## config.mk

```make
export PLATFORM = sky130hd
export DESIGN_NAME = sram_image_loader
export DESIGN_NICKNAME = d
export VERILOG_FILES = /design/src/rtl/sram_image_loader.sv
export SDC_FILE = /design/constraint.sdc
export NUM_CORES = 1
export LEC_CHECK = 0
export ABC_AREA = 1
export CORE_ASPECT_RATIO = 0.9
export CORE_MARGIN = 2
export CORE_UTILIZATION = 30
export CTS_CLUSTER_DIAMETER = 30
export DETAILED_ROUTE_END_ITERATION = 10
export SLEW_MARGIN = 20
export SYNTH_ARGS = -nofsm -noshare
export SYNTH_HDL_FRONTEND = slang
export SYNTH_SLANG_ARGS = --single-unit
```

## constraint.sdc

```tcl
create_clock -name clk -period 2.4 [get_ports clk]
set_input_delay 0.36 -clock clk [delete_from_list [all_inputs] [get_ports clk]]
set_output_delay 0.36 -clock clk [all_outputs]
set_load 0.02 [all_outputs]
```

## src/rtl/sram_image_loader.sv

```systemverilog
// rtl/sram_image_loader.sv - streams header/row beats into the input SRAM image layout
module sram_image_loader (
    input  logic        clk,
    input  logic        reset_b,
    input  logic        ldr_start,
    output logic        ldr_busy,
    output logic        ldr_done,
    output logic        ldr_error,
    input  logic        in_valid,
    output logic        in_ready,
    input  logic [15:0] in_data,
    input  logic        in_eos,
    output logic [11:0] dut_sram_write_address,
    output logic [15:0] dut_sram_write_data,
    output logic        dut_sram_write_enable
);

    localparam logic [1:0]  ST_IDLE   = 2'd0;
    localparam logic [1:0]  ST_HDR    = 2'd1;
    localparam logic [1:0]  ST_ROW    = 2'd2;
    localparam logic [1:0]  ST_FIN    = 2'd3;
    localparam logic [15:0] SENTINEL  = 16'h00FF;
    localparam logic [11:0] LAST_ADDR = 12'hFFF;

    logic [1:0]  state, state_nxt;
    logic [4:0]  row_cnt, row_nxt;
    logic [4:0]  dim, dim_nxt;
    logic [11:0] ptr, ptr_nxt;
    logic        we_nxt;
    logic [11:0] wa_nxt;
    logic [15:0] wd_nxt;
    logic        err_set;
    logic        done_nxt;
    logic        beat;
    logic        hdr_ok;
    logic        at_last;
    logic [15:0] row_mask;

    assign beat    = in_valid & in_ready;
    assign at_last = (ptr == LAST_ADDR);

    // Only the three supported image dimensions are legal headers
    always_comb begin
        hdr_ok = (in_data == 16'd10) || (in_data == 16'd12) || (in_data == 16'd16);
    end

    // Keep columns 0..N-1 of a row; N=16 passes the whole word
    always_comb begin
        if (dim == 5'd16) begin
            row_mask = 16'hFFFF;
        end else begin
            row_mask = (16'd1 << dim) - 16'd1;
        end
    end

    // Next-state, pointer and write scheduling; address 4095 is kept for the sentinel
    always_comb begin
        state_nxt = state;
        row_nxt   = row_cnt;
        dim_nxt   = dim;
        ptr_nxt   = ptr;
        we_nxt    = 1'b0;
        wa_nxt    = dut_sram_write_address;
        wd_nxt    = dut_sram_write_data;
        err_set   = 1'b0;
        done_nxt  = 1'b0;
        case (state)
            ST_IDLE: begin
                if (ldr_start) begin
                    state_nxt = ST_HDR;
                    ptr_nxt   = 12'd0;
                end
            end
            ST_HDR: begin
                if (beat) begin
                    if (in_eos) begin
                        state_nxt = ST_FIN;
                        we_nxt    = 1'b1;
                        wa_nxt    = ptr;
                        wd_nxt    = SENTINEL;
                        ptr_nxt   = at_last ? ptr : ptr + 12'd1;
                    end else if (!hdr_ok || at_last) begin
                        state_nxt = ST_IDLE;
                        err_set   = 1'b1;
                    end else begin
                        state_nxt = ST_ROW;
                        row_nxt   = in_data[4:0];
                        dim_nxt   = in_data[4:0];
                        we_nxt    = 1'b1;
                        wa_nxt    = ptr;
                        wd_nxt    = in_data;
                        ptr_nxt   = ptr + 12'd1;
                    end
                end
            end
            ST_ROW: begin
                if (beat) begin
                    if (in_eos || at_last) begin
                        state_nxt = ST_IDLE;
                        err_set   = 1'b1;
                    end else begin
                        we_nxt    = 1'b1;
                        wa_nxt    = ptr;
                        wd_nxt    = in_data & row_mask;
                        ptr_nxt   = ptr + 12'd1;
                        row_nxt   = row_cnt - 5'd1;
                        if (row_cnt == 5'd1) begin
                            state_nxt = ST_HDR;
                        end
                    end
                end
            end
            default: begin
                state_nxt = ST_IDLE;
                done_nxt  = 1'b1;
            end
        endcase
    end

    // State, counters and registered outputs
    always_ff @(posedge clk or negedge reset_b) begin
        if (!reset_b) begin
            state                  <= ST_IDLE;
            row_cnt                <= 5'd0;
            dim                    <= 5'd0;
            ptr                    <= 12'd0;
            ldr_busy               <= 1'b0;
            ldr_done               <= 1'b0;
            ldr_error              <= 1'b0;
            in_ready               <= 1'b0;
            dut_sram_write_enable  <= 1'b0;
            dut_sram_write_address <= 12'd0;
            dut_sram_write_data    <= 16'd0;
        end else begin
            state                  <= state_nxt;
            row_cnt                <= row_nxt;
            dim                    <= dim_nxt;
            ptr                    <= ptr_nxt;
            ldr_busy               <= (state_nxt != ST_IDLE);
            ldr_done               <= done_nxt;
            in_ready               <= (state_nxt == ST_HDR) || (state_nxt == ST_ROW);
            dut_sram_write_enable  <= we_nxt;
            dut_sram_write_address <= wa_nxt;
            dut_sram_write_data    <= wd_nxt;
            if (state == ST_IDLE && ldr_start) begin
                ldr_error <= 1'b0;
            end else if (err_set) begin
                ldr_error <= 1'b1;
            end
        end
    end

endmodule

```

==> results of run 1 <==
## path summary, 6_finish.rpt
check | startpoint | endpoint | slack [ns]
worst max-delay path | ptr[0] | dut_sram_write_address[0] | 0.29
worst min-delay path | reset_b | dut_sram_write_address[11] | 0.05
worst max register to register | ptr[0] | dut_sram_write_address[0] | 0.29
worst min register to register | dut_sram_write_address[6] | dut_sram_write_address[6] | 0.48
max in group asynchronous | reset_b | dim[3] | 1.75
min in group clk | dut_sram_write_address[6] | dut_sram_write_address[6] | 0.48
## logic make-up after synthesis
kind of cell             Yosys count
XOR/XNOR                           8
adder cells (fa/ha/maj)            9
flip-flops                        57
AO/OA/AOI/OAI                     63
buffers and inverters             65
AND/OR/NAND/NOR                  258
## power by group through the flow
stage,Sequential (mW),Combinational (mW),Clock [mW]
detailed placement,1.51,2.65,0
global placement,1.51,2.59,0
CTS,1.50,2.67,1.22
global route,1.54,2.92,1.27
floorplan,1.69,1.84,0
finish,1.50,2.63,1.20
## registers in the layout (all words and copies together) (netlist names)
register / cells
ptr: 12
row_cnt: 5
state: 2
ldr_done: 1
ldr_error: 1
dim: 5
dut_sram_write_address: 12
in_ready: 1
ldr_busy: 1
dut_sram_write_enable: 1
dut_sram_write_data: 16
## routing by layer
| layer | up-vias | GRT usage [%] | share of wire (%) |
|---|---|---|---|
| met1 | 1424 | 20.0 | 49 |
| met2 | 80 | 23.0 | 43 |
| met4 | 0 | 5.59 | 1.6 |
| met3 | 11 | 3.54 | 6.1 |
| met5 | - | 0 | 0 |
| li1 | 1586 | - | - |
## layout make-up
cell class | instances | area (um^2)
Tap cell | 156 | 195
Timing Repair Buffer | 61 | 598
Inverter | 56 | 210
Clock inverter | 6 | 43.8
Sequential cell | 57 | 1430
Clock buffer | 10 | 239
Multi-Input combinational cell | 338 | 1740
Fill cell | 1206 | 6940
## per-stage QoR
stage / instance area (um^2) / setup slack (ns) / std cells / power [mW]
floorplan: 3480 / 0.451 / 460 / 3.53
global placement: 4170 / 0.130 / 668 / 4.10
detailed placement: 4170 / 0.0576 / 668 / 4.16
CTS: 4450 / 0.302 / 684 / 5.39
global route: 4450 / 0.110 / 684 / 5.73
finish: 4450 / 0.292 / 684 / 5.33
## placed cells by master, fill, tap and decap left out, types with 2 or more instances in the layout
| cell | n |
|---|---|
| sky130_fd_sc_hd__nor2_2 | 2 |
| sky130_fd_sc_hd__nor2_4 | 3 |
| sky130_fd_sc_hd__clkdlybuf4s50_1 | 52 |
| sky130_fd_sc_hd__inv_2 | 3 |
| sky130_fd_sc_hd__o22ai_1 | 3 |
| sky130_fd_sc_hd__clkbuf_16 | 9 |
| sky130_fd_sc_hd__o21ai_2 | 18 |
| sky130_fd_sc_hd__a21oi_1 | 9 |
| sky130_fd_sc_hd__nand2_2 | 22 |
| sky130_fd_sc_hd__xor2_1 | 8 |
| sky130_fd_sc_hd__o21ai_0 | 27 |
| sky130_fd_sc_hd__nor3_1 | 7 |
| sky130_fd_sc_hd__nand4_1 | 3 |
| sky130_fd_sc_hd__buf_4 | 7 |
| sky130_fd_sc_hd__nor2_1 | 44 |
| sky130_fd_sc_hd__o21ai_1 | 2 |
| sky130_fd_sc_hd__inv_1 | 51 |
| sky130_fd_sc_hd__clkinv_1 | 2 |
| sky130_fd_sc_hd__nand3_1 | 28 |
| sky130_fd_sc_hd__dfrtp_1 | 57 |
| sky130_fd_sc_hd__or2_2 | 2 |
| sky130_fd_sc_hd__ha_1 | 9 |
| sky130_fd_sc_hd__nand2_1 | 139 |
| sky130_fd_sc_hd__clkinvlp_4 | 4 |
| sky130_fd_sc_hd__nand3_2 | 4 |
==> run summary, run 1 <==
The run finished with clean final reports. The width of the chip came out at 118 um. After synthesis, the largest family of logic cells by area is simple AND/OR/NAND/NOR gates. After the first detailed-routing iteration, the DRC count stood at 136. The min-delay analysis places its worst path in the category in2async. The count of vias placed by the detailed router came out at 3,101. The mapped netlist covers 3480 um^2. The post-synthesis mux area share works out to 0%.

The logs give 0.33 ns for the clock network latency to the later pin of the worst-skew pair and 460 for the cell count after synthesis. After the last flow step, the layout net total stands at 553. Counting stages on the worst path, the most repeated cell is sky130_fd_sc_hd__nor2_4.

The count of input and output buffers is 53, and the effective utilization at floorplan is 30.6%. For this design the static power due to leakage is 2.08 nW. Global routing consumed, over all layers together, 14.8% of the routing resources. For the routability congestion estimate from global placement, the log shows 0.869.

The run gives 2 as the maximum count of clock buffers along a single path. TritonCTS built the clock tree. The worst pin sits at a relative slew slack of 57.5%. For the via count of the first global-routing pass, the log shows 3,011. Across the routed clock network, the largest skew measured is 0.00878 ns.

Summed over all nets, the switching power comes to 2.35 mW. Setup repair after global routing left no endpoint under its margin. Once layout is complete, the utilization of the core stands at 39.1%. The worst register-to-register path has a depth of 12. The portion of the post-synthesis area used by sequential elements is 40.9%.

Adding up every negative setup slack in the final design gives 0 ns. In this run switching power makes up 44.1% of total power. The die is 106 um tall. The pin count of the biggest net entering global routing came out at 33. For the signal arrival time at the worst endpoint, the log shows 2.35 ns. The repair_antennas step left the layout with diodes totalling 0. In this run, the combinational gates consume 49.4% of the power. Final count of pins violating max slew: 0. The number of different library cells used by synthesis comes to 33. Ranked by instance count, the synthesized netlist is headed by sky130_fd_sc_hd__nand2_1, sky130_fd_sc_hd__dfrtp_1, sky130_fd_sc_hd__inv_1. Once the clock tree was built, the resizer swapped 0 gates to a different size. Yosys attributes the largest share of cell area to sky130_fd_sc_hd__dfrtp_1, sky130_fd_sc_hd__nand2_1, sky130_fd_sc_hd__inv_1. After Yosys synthesis, and, or, nand and nor cells account for 33.4% of the synthesized area. The cell taking the most area after synthesis was sky130_fd_sc_hd__dfrtp_1.

Summing the areas of all compound-gate instances in the mapped netlist gives 11.4% of the synthesized area. The mean routed wirelength per cell is 12.7 um, and the part of the power in registers is 28.1%. Setup violations remaining at the end of the flow were counted as 0. Yosys mapped a number of flops with a built-in enable equal to 0. The tools report the highest achievable clock rate as 474 MHz. The floorplan step defined a die boundary enclosing 12,500 um^2. On the critical path the largest part of the delay comes from simple AND/OR/NAND/NOR gates. After detailed routing, the number of vias per cell comes to 4.53. The total number of cells along the worst setup path works out to 12. The tool flagged a number of max-cap violations equal to 0. After global routing the overflow that remains totals 0. The worst hold margin was 0.0517 ns. The worst setup path is captured at a register. The classification of the worst setup path is reg2reg. The portion of total power attributed to the clock network is 22.4%, and the final count of hold timing violations is 0.

The clock period could shrink to 2.11 ns. The most used flip-flop cell after synthesis is sky130_fd_sc_hd__dfrtp_1. Stage delay of the slowest cell on the critical path: 0.41 ns. Among all stages on the critical path, the largest delay is contributed by sky130_fd_sc_hd__dfrtp_1. The critical path goes through ha_1, nand3_2, nor2_4, nand3_2, nand2_2, inv_2, nor2_4, nor2_4, nand2_8, buf_4, nand2_2, o21ai_2. Cell at the root of the clock tree: sky130_fd_sc_hd__clkbuf_16. After clock tree synthesis, the flow added hold-fix buffers numbering 0. Adder and majority cell fraction of the synthesized area: 3.23%. The tools report the post-synth net total as 490. Detailed-route DRC error count: 0. The TritonCTS buffer count was 9. Clock transition at the registers of the reported paths: 0.06 ns.

The Yosys warning count was 0; the detailed placer's ending HPWL was 6570 um. The layout overhead on the synthesized area was 27.8%; the clock net sink count was 57. For this run, the detailed router's first-pass iteration total came to 4. The share of the synthesized area in the top cell type was 40.9%; the core area was 11,400 um^2.

Among all cell types in the netlist, the one instantiated most often is sky130_fd_sc_hd__nand2_1. The worst path uses 87.8% of the clock period. The number of buffers and inverters on the critical path is 2. The internal power of the cells came out at 2.98 mW.

The initial antenna violation count was 0. Dividing total power by cell area gives a power density of 1200 nW/um^2. The number of storage elements in the synthesis netlist is 57, and the xor and xnor fraction of the mapped netlist area is 2.01%.

The slew at the pin closest to its max-slew limit was 0.637 ns. The count of antenna-violating nets left after detailed routing was 0; the biggest fanout along the worst timing path was 16. The site row count came out at 37. At the worst endpoint, the required time is 2.65 ns. Worst-case vdd ir drop: 0.536 mV.

The final layout contains routed wiring with a total length of 8700 um. A synthesized cell averages 7.57 um^2. The worst setup path is launched from a register.

Pin placement for this block handled 54 I/O pins. The post-CTS setup repair buffer count is 0, and the number of H-tree branching levels is 3. The share of flip-flops with an asynchronous set or reset after synthesis is 100%. The fraction of layout instances using a drive strength above 1 was 15.3%. The first global-routing pass estimated 14,800 um of wire.
Note: power is estimated with default switching activity, not from simulation.
==> inputs of run 2 (changes only) <==
--- a/config.mk
+++ b/config.mk
@@ -11,7 +11,7 @@
 export CORE_UTILIZATION = 30
 export CTS_CLUSTER_DIAMETER = 30
 export DETAILED_ROUTE_END_ITERATION = 10
-export SLEW_MARGIN = 20
+export DONT_BUFFER_PORTS = 1
 export SYNTH_ARGS = -nofsm -noshare
 export SYNTH_HDL_FRONTEND = slang
 export SYNTH_SLANG_ARGS = --single-unit
==> run 2 against run 1 <==
Compared with the run above: clock power up 4%; sequential share of layout area is 4.1 points higher; clock skew fell by 0.0055 ns; hold slack better by 0.13 ns; first-iteration DRC count grew 16%; non-clock buffer count is 53 lower; die area unchanged; register-to-register slack got worse by 0.04 ns; sequential cell count stayed put; critical path depth stayed put; combinational power shrank 25%; largest cell class unchanged.
==> run summary, run 2 (synthesis gave the netlist of run 1 again) <==
The number of flip-flops in the largest register came out at 16. The tools report the effective utilization at floorplan as 30.6%. Minimum clock period after layout: 2.15 ns.

The final-stage net count came out at 500. In this run the worst setup path terminates at dut_sram_write_data[14]. For this design, the sink count on the clock tree is 57. The flow ran to the end, and the final reports show no timing, DRC or antenna violations.

On the final layout, the worst hold slack is 0.177 ns. The signal arrival time at the worst endpoint is 2.41 ns. The slew at the pin closest to its max-slew limit came out at 0.365 ns. TritonCTS built the clock tree. More flip-flops sit in one register than any other, and that register is dut_sram_write_data. Setup repair after global routing left no endpoint under its margin. The antenna diode instance count was 0.

Broken down by cell family, the worst path's largest delay share belongs to simple AND/OR/NAND/NOR gates. The critical path is of the reg2reg type. The internal power of the cells was 2.76 mW; the count of buffering cells on the critical path with inverters included was 2.

The run gives 0.25 ns as the setup slack of the worst register-to-register path. The congestion estimate from routability-driven global placement came to 0.858. In this run the critical register-to-register path is launched from ptr[0]. During I/O placement, the number of pins put on the boundary was 54. The min-delay analysis places its worst path in the category in2reg. The initial antenna violation count was 0; the length in cells of the worst reg-to-reg path was 12.

The total iterations of the first detailed-routing run was 5. The final count of hold timing violations is 0, and the number of H-tree branching levels is 3. The worst path uses 89.5% of the clock period. The signal on the critical path passes through ha_1, nand3_2, nor2_4, nand3_2, nand2_2, inv_2, nor2_4, nor2_4, nand2_8, buf_4, nand2_1, nand2_1. The fraction of layout instances using a drive strength above 1 came out at 16.2%. The worst pin sits at a relative slew slack of 75.4%.

Clock latency on the worst-skew pair, taken at its later pin, is 0.32 ns. For this design the ratio of total power to cell area is 1260 nW/um^2. The switching portion of total power came out at 44.5%. The floorplan step set the die height to 106 um.

The cell at the root of the clock tree is sky130_fd_sc_hd__clkbuf_16. Compared with the post-synthesis result, the final layout area differs by 13.4%. In this run the static leakage power is 1.91 nW. The tools report the source of the critical timing path as ptr[0].

After detailed routing, the average wire length per cell comes to 13.0 um. For the worst setup path, the data required time is 2.66 ns. The run gives 0.00332 ns as the setup skew after layout. The vias per cell was 4.58.

The tools report the aggregate global routing overflow as 0. The site row count came out at 37. Summed over all failing endpoints, the final setup total negative slack is 0 ns. The biggest fanout along the worst timing path came out at 30.

For this design the total switching power over the nets is 2.21 mW. The stage delay of the slowest cell on the critical path works out to 0.41 ns. For the TritonCTS buffer count, the log shows 9. The count of vias placed by the detailed router is 2,885. The final count of pins violating max slew was 0; the detailed placer's ending HPWL was 6210 um. The tools report the core area as 11,400 um^2. The first global-routing pass estimated 13,600 um of wire. The category of the worst setup path capture point is a register. The worst setup path is launched from a register.

The logs give 0.471 mV for the worst-case vdd ir drop and 0 for the final-report setup violation count. Max-cap violations in this run came to 0. In this run the horizontal extent of the chip is 118 um. The number of design-rule violations left by the first detailed-router iteration came out at 158.

In this run the number of cells on the critical path is 12. The portion of total power attributed to the clock network is 25.2%. The clock transition at the registers of the reported paths works out to 0.05 ns. Most repeated library cell on the critical path: sky130_fd_sc_hd__nor2_4. In this run the deepest clock path goes through 2 buffers. The routed design has 8160 um of wire. The run gives 0 as the count of antenna-violating nets left after detailed routing.

The tools report the via count of the first global-routing pass as 2,694. Combinational logic burns 39.6% of the power. The logs give 35.2% for the part of the power in registers and 0 for the detailed-route DRC error count.

Buffers placed on the I/O ports in this run total 0. The worst register-to-register path ends at dut_sram_write_data[14]. In the final layout, the registers with the most flip-flops are dut_sram_write_data x16, dut_sram_write_address x12, ptr x12.

Entering global routing, the biggest net connects 58 pins. Global routing used 13.7% of the available tracks across all layers. The top cell types in the final layout, fill and taps aside, are sky130_fd_sc_hd__nand2_1, sky130_fd_sc_hd__dfrtp_1, sky130_fd_sc_hd__inv_1, sky130_fd_sc_hd__nor2_1, sky130_fd_sc_hd__nand3_1. The die outline area was 12,500 um^2; the post-CTS setup repair buffer count was 0. Static timing analysis puts the maximum clock frequency at 466 MHz.

The slowest stage of the critical path belongs to the cell sky130_fd_sc_hd__dfrtp_1. Leading cell type in the layout, fill and taps excluded: sky130_fd_sc_hd__nand2_1.
[run 2: metal layers]
metal / share of wire [%] / up-vias / track usage (%)
met2: 43 / 77 / 19.8
li1: - / 1473 / -
met5: 0 / - / 0
met3: 7.5 / 15 / 4.77
met4: 2.0 / 0 / 4.99
met1: 48 / 1320 / 18.8
[run 2: timing repair]
action | 4_1_cts | 5_1_grt
hold buffers | 2 | 0
endpoints found under the hold margin | 57 | 0
gates resized for setup | 0 | 0
[run 2: per-stage QoR]
stage / worst slack, ns / utilization, % / cell area [um^2] / std cells / power [mW]
5_1_grt: 0.101 / 34.7 / 3950 / 630 / 5.37
3_5_place_dp: 0.262 / 31.8 / 3620 / 613 / 3.72
6_report: 0.253 / 34.7 / 3950 / 630 / 4.97
2_1_floorplan: 0.451 / - / 3480 / 460 / 3.53
4_1_cts: 0.240 / 34.7 / 3950 / 630 / 5.03
3_3_place_gp: 0.376 / 31.8 / 3620 / 613 / 3.65
[run 2: final cells by class]
class	instances	area (um^2)
inverter	56	210
tap	156	195
fill	1222	7440
timing repair buffer	8	82.6
clock buffer	12	256
clock inverter	3	40.0
multi-input combinational	338	1740
sequential	57	1430
[run 2: how the worst min path moves through the flow]
stage | startpoint | endpoint | slack (ns) | cells past startpoint
after floorplan | reset_b | dim[0] | 0.06 | 0
after global placement | reset_b | dut_sram_write_address[3] | 0.07 | 0
after detailed placement | reset_b | dut_sram_write_address[3] | 0.07 | 0
after CTS | ldr_start | ldr_error | 0.17 | 3
after global routing | ldr_start | ldr_error | 0.19 | 3
final | ldr_start | ldr_error | 0.18 | 3
[run 2: power by group through the flow]
stage               sequential [mW]  combinational [mW]  clock [mW]
CTS                            1.76                1.99        1.28
finish                         1.75                1.97        1.25
global placement               1.77                1.89           0
global route                   1.80                2.24        1.33
detailed placement             1.77                1.95           0
floorplan                      1.69                1.84           0
[run 2: worst register-to-register path, cell delays in order (launching register included)]
cell and delay [ns]:
sky130_fd_sc_hd__dfrtp_1 0.41, sky130_fd_sc_hd__ha_1 0.26, sky130_fd_sc_hd__nand3_2 0.13, sky130_fd_sc_hd__nor2_4 0.13, sky130_fd_sc_hd__nand3_2 0.11, sky130_fd_sc_hd__nand2_2 0.11
sky130_fd_sc_hd__inv_2 0.06, sky130_fd_sc_hd__nor2_4 0.14, sky130_fd_sc_hd__nor2_4 0.08, sky130_fd_sc_hd__nand2_8 0.21, sky130_fd_sc_hd__buf_4 0.30, sky130_fd_sc_hd__nand2_1 0.08
sky130_fd_sc_hd__nand2_1 0.07
